--- src/rtl/cms_pkg.sv ---
// Shared definitions for the continuous-monitoring trace path: packet field
// offsets, default packet width and the serializer state encoding.
package cms_pkg;

    // Field offsets inside one trace packet (pc 64 + instr 32 + extra 64).
    localparam int PC_LSB       = 0;
    localparam int INSTR_LSB    = 64;
    localparam int EXTRA_LSB    = 96;

    // Default trace packet width.
    localparam int CMS_IN_WIDTH = 160;

    // Serializer states: nothing held / holding a packet being sent out.
    typedef enum logic {
        ST_EMPTY = 1'b0,
        ST_SEND  = 1'b1
    } cms_state_e;

endpackage

--- src/rtl/cms_axis_width_down.sv ---
// Wide-to-narrow AXI-Stream serializer: holds one wide packet and emits it
// as NBEATS narrow beats, LSB slice first. The next packet is accepted in the
// same cycle as the final beat handshake, so a stream of packets has no bubbles.
//
// Handshake semantics (both sides): a transfer happens on a rising clk edge
// where valid & ready are both 1. Once m_valid is raised, m_data/m_last hold
// stable until the beat is taken. s_ready may depend combinationally on
// m_ready (only while the final beat is presented).
import cms_pkg::*;

module cms_axis_width_down #(
    parameter int IN_WIDTH  = CMS_IN_WIDTH,
    parameter int OUT_WIDTH = 32
) (
    input  logic                 clk,
    input  logic                 rst,
    input  logic                 s_valid,
    output logic                 s_ready,
    input  logic [IN_WIDTH-1:0]  s_data,
    input  logic                 s_last,
    output logic                 m_valid,
    input  logic                 m_ready,
    output logic [OUT_WIDTH-1:0] m_data,
    output logic                 m_last
);

    localparam int NBEATS = IN_WIDTH / OUT_WIDTH;
    localparam int IDX_W  = (NBEATS > 1) ? $clog2(NBEATS) : 1;
    localparam logic [IDX_W-1:0] LAST_IDX = IDX_W'(NBEATS - 1);

    if ((IN_WIDTH % OUT_WIDTH) != 0) begin : g_bad_width
        $error("cms_axis_width_down: IN_WIDTH must be a multiple of OUT_WIDTH");
    end

    cms_state_e           state_q, state_d;
    logic [IDX_W-1:0]     idx_q, idx_d;
    logic [IN_WIDTH-1:0]  hold_q, hold_d;
    logic                 hold_last_q, hold_last_d;
    logic                 live_q, live_d;

    logic                 last_beat;
    logic                 m_fire;
    logic                 s_fire;
    logic [OUT_WIDTH-1:0] beat_w [NBEATS];

    // Split the holding register into addressable beats.
    for (genvar b = 0; b < NBEATS; b++) begin : g_beats
        assign beat_w[b] = hold_q[b*OUT_WIDTH +: OUT_WIDTH];
    end

    assign last_beat = (idx_q == LAST_IDX);
    assign m_valid   = (state_q == ST_SEND);
    assign m_data    = beat_w[idx_q];
    assign m_last    = m_valid & hold_last_q & last_beat;
    assign m_fire    = m_valid & m_ready;
    // live_q keeps s_ready low while rst is asserted and for the reset cycle.
    assign s_ready   = live_q & ((state_q == ST_EMPTY) | (last_beat & m_ready));
    assign s_fire    = s_valid & s_ready;

    // Next-state logic: load on accept, step idx on each beat handshake.
    always_comb begin
        state_d     = state_q;
        idx_d       = idx_q;
        hold_d      = hold_q;
        hold_last_d = hold_last_q;
        live_d      = 1'b1;
        case (state_q)
            ST_EMPTY: begin
                if (s_fire) begin
                    hold_d      = s_data;
                    hold_last_d = s_last;
                    idx_d       = '0;
                    state_d     = ST_SEND;
                end
            end
            ST_SEND: begin
                if (m_fire) begin
                    if (last_beat) begin
                        idx_d = '0;
                        if (s_fire) begin
                            hold_d      = s_data;
                            hold_last_d = s_last;
                        end else begin
                            state_d = ST_EMPTY;
                        end
                    end else begin
                        idx_d = idx_q + IDX_W'(1);
                    end
                end
            end
            default: state_d = ST_EMPTY;
        endcase
    end

    // Serializer registers; reset drops any packet in flight.
    always_ff @(posedge clk or posedge rst) begin
        if (rst) begin
            state_q     <= ST_EMPTY;
            idx_q       <= '0;
            hold_q      <= '0;
            hold_last_q <= 1'b0;
            live_q      <= 1'b0;
        end else begin
            state_q     <= state_d;
            idx_q       <= idx_d;
            hold_q      <= hold_d;
            hold_last_q <= hold_last_d;
            live_q      <= live_d;
        end
    end

endmodule

--- src/rtl/cms_trace_axis_receiver.sv ---
// Receives wide trace packets from the monitor, re-emits them as narrow beats
// and keeps software-visible packet/frame counters plus a sticky flag that
// records any tlast arriving at a position other than tlast_interval.
import cms_pkg::*;

module cms_trace_axis_receiver #(
    parameter int IN_WIDTH  = CMS_IN_WIDTH,
    parameter int OUT_WIDTH = 32,
    parameter int CNT_WIDTH = 32
) (
    input  logic                 clk,
    input  logic                 rst,
    input  logic                 S_AXIS_tvalid,
    output logic                 S_AXIS_tready,
    input  logic [IN_WIDTH-1:0]  S_AXIS_tdata,
    input  logic                 S_AXIS_tlast,
    output logic                 M_AXIS_tvalid,
    input  logic                 M_AXIS_tready,
    output logic [OUT_WIDTH-1:0] M_AXIS_tdata,
    output logic                 M_AXIS_tlast,
    input  logic [CNT_WIDTH-1:0] tlast_interval,
    input  logic                 clear_status,
    output logic [CNT_WIDTH-1:0] pkt_count,
    output logic [CNT_WIDTH-1:0] frame_count,
    output logic                 tlast_err
);

    logic [CNT_WIDTH-1:0] pkt_q, pkt_d;
    logic [CNT_WIDTH-1:0] frame_q, frame_d;
    logic [CNT_WIDTH-1:0] fc_q, fc_d;
    logic                 err_q, err_d;
    logic                 accept;
    logic                 expected;

    cms_axis_width_down #(
        .IN_WIDTH  (IN_WIDTH),
        .OUT_WIDTH (OUT_WIDTH)
    ) u_width_down (
        .clk     (clk),
        .rst     (rst),
        .s_valid (S_AXIS_tvalid),
        .s_ready (S_AXIS_tready),
        .s_data  (S_AXIS_tdata),
        .s_last  (S_AXIS_tlast),
        .m_valid (M_AXIS_tvalid),
        .m_ready (M_AXIS_tready),
        .m_data  (M_AXIS_tdata),
        .m_last  (M_AXIS_tlast)
    );

    assign accept   = S_AXIS_tvalid & S_AXIS_tready;
    // fc counts packets since the last tlast; the frame should close on packet tlast_interval.
    assign expected = (fc_q == (tlast_interval - CNT_WIDTH'(1)));

    // Counter / tlast-position checker update; clear_status overrides the accept.
    always_comb begin
        pkt_d   = pkt_q;
        frame_d = frame_q;
        fc_d    = fc_q;
        err_d   = err_q;
        if (accept) begin
            pkt_d = pkt_q + CNT_WIDTH'(1);
            if (S_AXIS_tlast) begin
                frame_d = frame_q + CNT_WIDTH'(1);
            end
            if (tlast_interval != '0) begin
                if (S_AXIS_tlast != expected) begin
                    err_d = 1'b1;
                end
                fc_d = (S_AXIS_tlast || expected) ? '0 : fc_q + CNT_WIDTH'(1);
            end else begin
                fc_d = S_AXIS_tlast ? '0 : fc_q + CNT_WIDTH'(1);
            end
        end
        if (clear_status) begin
            pkt_d   = accept ? CNT_WIDTH'(1) : '0;
            frame_d = (accept && S_AXIS_tlast) ? CNT_WIDTH'(1) : '0;
            fc_d    = '0;
            err_d   = 1'b0;
        end
    end

    // Status registers.
    always_ff @(posedge clk or posedge rst) begin
        if (rst) begin
            pkt_q   <= '0;
            frame_q <= '0;
            fc_q    <= '0;
            err_q   <= 1'b0;
        end else begin
            pkt_q   <= pkt_d;
            frame_q <= frame_d;
            fc_q    <= fc_d;
            err_q   <= err_d;
        end
    end

    assign pkt_count   = pkt_q;
    assign frame_count = frame_q;
    assign tlast_err   = err_q;

endmodule

--- config.mk ---
export PLATFORM = sky130hd
export DESIGN_NAME = cms_trace_axis_receiver
export DESIGN_NICKNAME = d
export VERILOG_FILES = /design/src/rtl/cms_pkg.sv /design/src/rtl/cms_axis_width_down.sv /design/src/rtl/cms_trace_axis_receiver.sv
export SDC_FILE = /design/constraint.sdc
export NUM_CORES = 1
export LEC_CHECK = 0
export CORE_MARGIN = 5
export CORE_UTILIZATION = 35
export DETAILED_ROUTE_END_ITERATION = 6
export SLEW_MARGIN = 15
export SYNTH_ARGS = -nofsm -noshare
export SYNTH_HDL_FRONTEND = slang
export SYNTH_SLANG_ARGS = --single-unit
--- constraint.sdc ---
create_clock -name clk -period 22.7 [get_ports clk]
set_input_delay 5.675 -clock clk [delete_from_list [all_inputs] [get_ports clk]]
set_output_delay 5.675 -clock clk [all_outputs]
set_load 0.01 [all_outputs]
==> results of run 1 <==
-- state kept, by name (all words and copies together), names as in the netlist, 3 cells and up --
| name | flops |
|---|---|
| pkt_count | 32 |
| frame_count | 32 |
| u_width_down.idx_q | 3 |
| fc_q | 32 |
| u_width_down.hold_q | 160 |
-- path summary, 6_finish.rpt --
kind	depth (start not counted)	to
max	5	S_AXIS_tready
min	2	u_width_down.hold_q[73]
max reg2reg	10	fc_q[28]
min reg2reg	2	u_width_down.hold_q[73]
max in group asynchronous	3	u_width_down.idx_q[2]
min in group asynchronous	2	u_width_down.hold_q[24]
-- final cells by class --
type                    instances  area [µm²]  area share (%)
diodes                          1        2.50          0.0141
clock buffers                  40         880            4.95
clock inverters                17         203            1.14
inverters                      19        78.8           0.444
multi-input cells            1178        6340            35.7
flip-flops and latches        263        6590            37.1
well taps                     511         639            3.60
repair buffers                306        3040            17.1
-- Yosys cell counts, types with 21 or more instances --
cell | n | area, µm²
clkbuf_1 | 72 | 270
xor2_1 | 75 | 657
nand3_1 | 48 | 240
nor2_1 | 141 | 529
o22ai_1 | 33 | 206
nor3_1 | 22 | 110
dfrtp_1 | 263 | 6580
a21oi_1 | 45 | 225
nand4_1 | 21 | 131
xnor2_1 | 53 | 464
mux2i_1 | 69 | 691
nand2_1 | 532 | 2000
-- power by group through the flow --
stage               clock, mW  combinational [mW]  sequential (mW)
global route            0.556               0.742            0.728
global placement            0               0.668            0.710
floorplan                   0               0.401            0.687
finish                  0.522               0.660            0.708
CTS                     0.537               0.679            0.709
detailed placement          0               0.672            0.717
-- worst max-delay path, delay by kind of cell --
kind	cells	cell delay [ps]
buf+inv	2	1100
simple gates	3	570
-- routing by layer --
metal	wire length [µm]	vias up
met2	18500	300
met1	17000	5456
met5	40	-
li1	-	5596
met3	3620	39
met4	499	6
-- cells by family (layout without fill, tap and decap cells) --
kind of cell             Yosys count  count (layout)  share of synthesized area, %
AO/OA/AOI/OAI                    125             125                          5.76
XOR/XNOR                         128             128                          8.43
adder cells (fa/ha/maj)            7               7                         0.658
buffers and inverters            101             382                          3.01
flip-flops                       263             263                          49.5
multiplexers                      70              70                          5.28
other                              1               2                        0.0282
AND/OR/NAND/NOR                  847             847                          27.4
-- through the flow --
step	util (%)	hold WS, ps	power, mW
3_3_place_gp	44.4	457	1.38
4_1_cts	47.3	475	1.92
5_1_grt	47.3	484	2.03
3_5_place_dp	44.4	461	1.39
6_report	47.3	470	1.89
2_1_floorplan	-	445	1.09
==> results_dict.tcl, run 1 <==
set metrics [dict create \
    fin_area_um2 17800 \
    yosys.cell_types.count 57 \
    yosysSeqAreaShare_pct 49.5 \
    layout.cells.non_filler 2335 \
    port_buffers 297 \
    grt_max_degree 111 \
    synth_nets 1747 \
    floorplan.initialDensity_pct 35.4 \
    grt_overflow_total 0 \
    required_worst_endpoint_ps 17020 \
    period_needed_ps 13030 \
    dominantRegCellSynth "dfrtp_1" \
    num-fill-cells 3700 \
    cts_made_buffers 31 \
    setup_slack_reg_to_reg_ps 18360 \
    num_rows 71 \
    most-common-layout-cells "nand2_1, clkdlybuf4s50_1, dfrtp_1" \
    clk_sink_count 263 \
    relSlewSlack_pct 30.5 \
    transition_time_at_the_pin_with_the_least_slew_margin_ps 1040 \
    ctsLongestPathBuffers 3 \
    cap_viol_max_count 0 \
    synth_area_um2 13300 \
    grt_usage_pct 18.5 \
    p_switching_uw 655 \
    drt-total-wl_um 39700 \
    synthesis.instances 1542 \
    cts_root_buf "clkbuf_16" \
    dp_hpwl_um 27400 \
    power.density_nw_per_um2 106 \
    synth.avg_cell_area_um2 8.63 \
    setup_viol 0 \
    use_met3_pct 6.70 \
    htree_levels 1 \
    peakVddDrop_mv 0.0721 \
    critical_path.startpoint "M_AXIS_tready" \
    tritoncts "yes" \
    residual_antenna_violating_net_count_after_detailed_routing 0 \
    timing.critical_path.mode_cell "clkdlybuf4s50_1" \
    clk-insertion-delay-late_ps 560 \
    timing.critical_path.slowest_stage_cell "clkdlybuf4s50_1" \
    groute.layer.met1.usage_pct 24.1 \
    max_clock_freq_ghz 0.0768 \
    setup_total_negative_slack_ps 0 \
    path_clk_slew_ps 60 \
    report.final.hold_viol_count 0 \
    p_sw_share_pct 34.7 \
    die_h_um 205 \
    count_of_flip_flops_with_a_built_in_enable_after_synthesis 0 \
    ioPinCount 298 \
    slew_viol_final 0 \
    critical_path.cell_chain "clkdlybuf4s50_1 -> and3_1 -> nand2b_1 -> and2_1 -> clkdlybuf4s50_1" \
    p_int_mw 1.23 \
    critical_path.startpoint_type "primary input" \
    sequentialPowerShare_pct 37.5 \
    floorplan.core_area_um2 37600 \
    comb_power_share_pct 34.9 \
    grt_antenna_before_repair 5 \
    placed_area_um2 16700 \
    post-route-drc-count 0 \
    postSynthRegisterBits 263 \
    crit_path_end_kind "output port" \
    postCtsSetupRepairBufs 0 \
    design.final.nets 2004 \
    launch_point_of_the_worst_reg_to_reg_path "u_width_down.idx_q[0]" \
    iteration_0_drc_count_of_the_detailed_router 590 \
    fraction_of_registers_with_async_set_reset_pct 100 \
    rsz0062_at_grt "false" \
    die-width_um 205 \
    hold_path_class "reg2reg" \
    timing.critical_path.slowest_cell_delay_ps 550 \
    grt_first_pass_wirelength_um 63100 \
    yosysWarnings 0 \
    place_worst_setup_slack_ps 9690 \
    ctsResizeCount 0 \
    worst_slack_ps 9670 \
    numPlacedInstances 2277 \
    share_of_post_route_cells_with_drive_strength_above_1_pct 4.88 \
    worst_hold_startpoint "u_width_down.hold_q[73]" \
    cp_data_arrival_time_ps 7350 \
    run_status "finished clean" \
    fin_worst_skew_ps 8.92 \
    share_clk_of_total_power_pct 27.6 \
    detailroute.via_count 11400 \
    global_placer_s_final_weighted_congestion 0.840 \
    avgRoutedWirePerCell_um 17.0 \
    criticalPathCategory "in2out" \
    cts_hold_buffers_added 0 \
    leading_cell_type_in_the_layout_fill_and_taps_excluded "nand2_1" \
    grt.busiest_layer "met2" \
    grt_pass1_vias 11600 \
    detail_routed_via_count_per_cell 4.88 \
    cp_max_fo 6 \
    detailedRoute.firstPassIterationCount 5 \
    design.die.area_um2 42000 \
    fin_crit_sh_pct 57.4 \
    synthToLayoutAreaGrowth_pct 33.5 \
    grt_util_met2_pct 30.4 \
    leakage_nw 7.94 \
]
(Power assumes the default switching activity.)
==> inputs of run 2 (changes only) <==
==> constraint.sdc (replaced) <==
create_clock -name clk -period 12.5 [get_ports clk]
set_input_delay 3.125 -clock clk [delete_from_list [all_inputs] [get_ports clk]]
set_output_delay 3.125 -clock clk [all_outputs]
set_load 0.01 [all_outputs]
==> run 2 against run 1 <==
Compared with the run above: worst hold slack got worse by 1.4 ps; cell area increased by 0.16%; highest routed layer unchanged; final cell count decreased by 0.17%.
==> results_dict.tcl, run 2 (synthesis results as in run 1) <==
set metrics [dict create \
    floorplan.initialDensity_pct 35.4 \
    timing.hold.worst_endpoint "u_width_down.hold_q[15]" \
    critical_path.startpoint_type "primary input" \
    peakVddDrop_mv 0.178 \
    crit_path_end_kind "output port" \
    power.density_nw_per_um2 194 \
    worst_hold_slack_ps 469 \
    relSlewSlack_pct 25.1 \
    design.die.area_um2 42000 \
    diodes 0 \
    postLayoutCoreUtil_pct 47.3 \
    setup_viol 0 \
    cap_viol_max_count 0 \
    fin_worst_skew_ps 9.90 \
    comb_power_share_pct 33.9 \
    p_sw_share_pct 34.1 \
    detail_routed_via_count_per_cell 4.89 \
    grt_pass1_vias 11600 \
    port_buffers 297 \
    setup_slack_reg_to_reg_ps 7890 \
    hold_path_class "reg2reg" \
    period_needed_ps 7960 \
    design.final.nets 2004 \
    numPlacedInstances 2276 \
    synthToLayoutAreaGrowth_pct 33.7 \
    die-width_um 205 \
    critical_path.cell_chain "clkdlybuf4s50_1 -> and3_1 -> nand2b_1 -> and2_1 -> clkdlybuf4s50_1" \
    drt-total-wl_um 39600 \
    path_clk_slew_ps 60 \
    rsz0062_at_grt "false" \
    p_int_mw 2.27 \
    iteration_0_drc_count_of_the_detailed_router 601 \
    sequentialPowerShare_pct 38.2 \
    timing.critical_path.slowest_stage_cell "clkdlybuf4s50_1" \
    die_h_um 205 \
    slew_viol_final 0 \
    p_switching_mw 1.18 \
    ioPinCount 298 \
    ctsResizeCount 0 \
    place_worst_setup_slack_ps 4580 \
    floorplan.core_area_um2 37600 \
    ctsLongestPathBuffers 3 \
    num-fill-cells 3632 \
    run_status "finished clean" \
    launch_point_of_the_worst_reg_to_reg_path "u_width_down.idx_q[0]" \
    cp_max_fo 6 \
    share_of_post_route_cells_with_drive_strength_above_1_pct 4.56 \
    setup_total_negative_slack_ps 0 \
    cp_data_arrival_time_ps 4840 \
    num_rows 71 \
    dp_hpwl_um 27300 \
    worst_hold_startpoint "u_width_down.hold_q[15]" \
    fin_area_um2 17800 \
    grt_max_degree 109 \
    regArea_um2 6590 \
    clk_sink_count 263 \
    cts_made_buffers 31 \
    timing.critical_path.slowest_cell_delay_ps 580 \
    most-common-layout-cells "nand2_1, clkdlybuf4s50_1, dfrtp_1" \
    largest_register_ffs 160 \
    residual_antenna_violating_net_count_after_detailed_routing 0 \
    placed_area_um2 16700 \
    grt_overflow_total 0 \
    grt_antenna_before_repair 5 \
    cts_hold_buffers_added 0 \
    tritoncts "yes" \
    postCtsSetupRepairBufs 0 \
    criticalPathCategory "in2out" \
    timing.critical_path.mode_cell "clkdlybuf4s50_1" \
    r2r.worst_path.cells 10 \
    grt_first_pass_wirelength_um 63100 \
    max_clock_freq_ghz 0.126 \
    leading_cell_type_in_the_layout_fill_and_taps_excluded "nand2_1" \
    post-route-drc-count 0 \
    cts_root_buf "clkbuf_16" \
    grt_usage_pct 18.6 \
    multi_input_comb_area_um2 6340 \
    required_worst_endpoint_ps 9380 \
    global_placer_s_final_weighted_congestion 0.876 \
    leakage_nw 7.94 \
    transition_time_at_the_pin_with_the_least_slew_margin_ps 1120 \
    layout.cells.non_filler 2331 \
    report.final.hold_viol_count 0 \
    regMostFlops "u_width_down.hold_q" \
    detailedRoute.firstPassIterationCount 5 \
    avgRoutedWirePerCell_um 17.0 \
    htree_levels 1 \
    worst_r2r_endpoint "fc_q[28]" \
    timing.hold.worst_path_depth 2 \
    share_clk_of_total_power_pct 27.8 \
    worst_slack_ps 4540 \
    fin_crit_sh_pct 63.7 \
    totalPowerFinal_mw 3.45 \
    clk-insertion-delay-late_ps 560 \
    detailroute.via_count 11400 \
]
## run 2: cell count changes in the layout (fill, tap and decap cells not counted)
| cell | before | now |
|---|---|---|
| clkinv_2 | 8 | 3 |
| clkbuf_1 | 2 | 5 |
| clkinv_4 | 3 | 0 |
| clkbuf_8 | 7 | 9 |
| buf_16 | 0 | 1 |
| buf_4 | 9 | 8 |
| bufinv_16 | 4 | 5 |
| clkinvlp_4 | 1 | 0 |
| diode_2 | 1 | 0 |
## run 2: worst max-delay path by stage
stage                  startpoint  depth (start not counted)             to
floorplan                     rst                          1        fc_q[0]
CTS                 M_AXIS_tready                          5  S_AXIS_tready
finish              M_AXIS_tready                          5  S_AXIS_tready
detailed placement  M_AXIS_tready                          5  S_AXIS_tready
global placement    M_AXIS_tready                          5  S_AXIS_tready
global route        M_AXIS_tready                          5  S_AXIS_tready
## run 2: final cells by class
cell class	count	area share [%]
clock buffers	45	5.16
clock inverters	9	0.977
inverters	19	0.443
multi-input cells	1178	35.6
flip-flops and latches	263	37.0
well taps	511	3.59
repair buffers	306	17.2
## run 2: worst max-delay path, delay by kind of cell
| family | cells | cell delay (ps) |
|---|---|---|
| and+or+nand+nor | 3 | 590 |
| buffers and inverters | 2 | 1130 |
## run 2: power groups by stage
stage | logic [mW] | clock network (mW) | registers (mW)
final | 1.17 | 0.960 | 1.32
after global routing | 1.32 | 1.02 | 1.36
after CTS | 1.20 | 0.983 | 1.32
after detailed placement | 1.19 | 0 | 1.34
after global placement | 1.18 | 0 | 1.32
after floorplan | 0.728 | 0 | 1.25
## run 2: routing by layer
metal,global-route usage [%],up-vias,wire length (µm)
met1,23.7,5449,16600
met2,31.3,299,19000
met5,0,-,59
li1,-,5588,-
met3,6.54,46,3420
met4,2.82,8,551
==> inputs of run 3 (changes only) <==
==> constraint.sdc (replaced) <==
create_clock -name clk -period 6.75 [get_ports clk]
set_input_delay 1.6875 -clock clk [delete_from_list [all_inputs] [get_ports clk]]
set_output_delay 1.6875 -clock clk [all_outputs]
set_load 0.01 [all_outputs]
==> run 3 against run 2 <==
Compared with the run above: cell area is 0.56% lower; setup slack worse by 3000 ps; global-route usage is 0.26 points higher; routed wire length is 1.4% higher; clock power is 67% higher; final cell count is 0.21% higher; sequential share of layout area is 0.21 points higher; sequential cell count stayed put; sequential power is 83% higher; register-to-register slack worse by 4700 ps; first-iteration DRC count is 4.7% higher; worst hold slack better by 0.94 ps.
==> results_dict.tcl, run 3 (synthesis results as in run 1) <==
set metrics [dict create \
    critical_path.cell_chain "clkdlybuf4s50_1 -> inv_1 -> ha_1 -> nor4b_1 -> nand4_1 -> nor4_1 -> xnor2_1 -> nand3_1 -> a2111oi_0 -> nand4_1 -> ha_1 -> mux2i_1 -> or3_1 -> o22ai_1 -> a21o_1" \
    cts_root_buf "clkbuf_16" \
    regMostFlops "u_width_down.hold_q" \
    setup_viol 0 \
    detailroute.via_count 11400 \
    timing.hold.worst_path_depth 2 \
    hold_path_class "reg2reg" \
    avgRoutedWirePerCell_um 17.2 \
    dp_hpwl_um 28000 \
    synthToLayoutAreaGrowth_pct 33.0 \
    leading_cell_type_in_the_layout_fill_and_taps_excluded "nand2_1" \
    power.density_nw_per_um2 351 \
    r2r.worst_path.cells 7 \
    tritoncts "yes" \
    port_buffers 297 \
    timing.critical_path.slowest_stage_cell "clkdlybuf4s50_1" \
    die-width_um 205 \
    totalPowerFinal_mw 6.22 \
    grt_pass1_vias 11700 \
    largest_register_ffs 160 \
    grt_first_pass_wirelength_um 64100 \
    setup_total_negative_slack_ps 0 \
    floorplan.core_area_um2 37600 \
    max_clock_freq_ghz 0.192 \
    design.final.nets 2006 \
    fin_worst_skew_ps 7.58 \
    cts_hold_buffers_added 0 \
    period_needed_ps 5220 \
    timing.critical_path.slowest_cell_delay_ps 520 \
    global_placer_s_final_weighted_congestion 0.831 \
    detail_routed_via_count_per_cell 4.90 \
    share_of_post_route_cells_with_drive_strength_above_1_pct 4.66 \
    post-route-drc-count 0 \
    worst_path_bufs_invs 2 \
    cp_data_arrival_time_ps 5660 \
    path_clk_slew_ps 60 \
    criticalPathCategory "in2reg" \
    leakage_nw 7.90 \
    crit_family "simple AND/OR/NAND/NOR gates" \
    grt_overflow_total 0 \
    detailedRoute.firstPassIterationCount 5 \
    required_worst_endpoint_ps 7200 \
    report.final.hold_viol_count 0 \
    grt_usage_pct 18.8 \
    fin_crit_sh_pct 77.3 \
    peakVddDrop_mv 0.245 \
    cp_max_fo 7 \
    clk_sink_count 263 \
    design.die.area_um2 42000 \
    num-fill-cells 3615 \
    cts_made_buffers 31 \
    postCtsSetupRepairBufs 0 \
    grt_max_degree 149 \
    floorplan.initialDensity_pct 35.4 \
    transition_time_at_the_pin_with_the_least_slew_margin_ps 1030 \
    relSlewSlack_pct 31.4 \
    run_status "finished clean" \
    htree_levels 1 \
    ctsResizeCount 0 \
    cap_viol_max_count 0 \
    iteration_0_drc_count_of_the_detailed_router 629 \
    rsz0062_at_grt "false" \
    grt_antenna_before_repair 7 \
    residual_antenna_violating_net_count_after_detailed_routing 0 \
    drt-total-wl_um 40200 \
    critical_path.startpoint_type "primary input" \
    num_rows 71 \
    crit_path_end_kind "flop" \
    ctsLongestPathBuffers 3 \
    crit_cells 15 \
    clk-insertion-delay-late_ps 560 \
    slew_viol_final 0 \
    ioPinCount 298 \
    most-common-layout-cells "nand2_1, clkdlybuf4s50_1, dfrtp_1" \
    die_h_um 205 \
]
run 3: tightest hold or removal path: stages, from the launching register on:
cell	delay, ps
dfrtp_1	340
nand2_1	50
nand2_1	50
run 3: power breakdown:
part	switching [mW]	leakage (nW)	internal (mW)	total [mW]
logic	1.21	3.99	0.998	2.20
clock network	0.657	0.491	0.942	1.60
registers	0.328	3.42	2.09	2.41
total	2.19	7.90	4.03	6.22
run 3: path summary, 6_finish.rpt:
path	from	end	slack [ps]
hold reg to reg	u_width_down.hold_q[145]	u_width_down.hold_q[145]	470
max in group asynchronous	rst	u_width_down.idx_q[1]	4270
setup / recovery	tlast_interval[0]	fc_q[2]	1530
hold / removal	u_width_down.hold_q[145]	u_width_down.hold_q[145]	470
min in group asynchronous	rst	u_width_down.hold_q[156]	1650
setup reg to reg	u_width_down.idx_q[2]	frame_count[23]	3200
run 3: area by class of cell:
type	instances	area [µm²]	area share, %
Sequential cell	263	6590	37.2
Multi-Input combinational cell	1178	6340	35.8
Timing Repair Buffer	308	3080	17.4
Clock buffer	44	885	5.00
Tap cell	511	639	3.61
Clock inverter	12	88.8	0.502
Inverter	19	75.1	0.424
Antenna cell	1	2.50	0.0141
run 3: metal layers:
metal	global-route usage [%]	share of wire [%]	up-vias
met5	0	0.12	-
met4	2.92	1.6	10
met3	6.35	8.5	48
met2	30.9	47	299
met1	24.9	43	5510
li1	-	-	5580
run 3: stage by stage:
stage / area (µm²) / cells / hold WS, ps / setup slack, ps / utilization (%)
floorplan: 13300 / 1542 / 445 / 1590 / -
global placement: 16700 / 2279 / 457 / 1170 / 44.5
detailed placement: 16700 / 2279 / 461 / 979 / 44.5
CTS: 17700 / 2335 / 476 / 1510 / 47.1
global route: 17700 / 2335 / 488 / 1080 / 47.1
finish: 17700 / 2336 / 470 / 1530 / 47.1
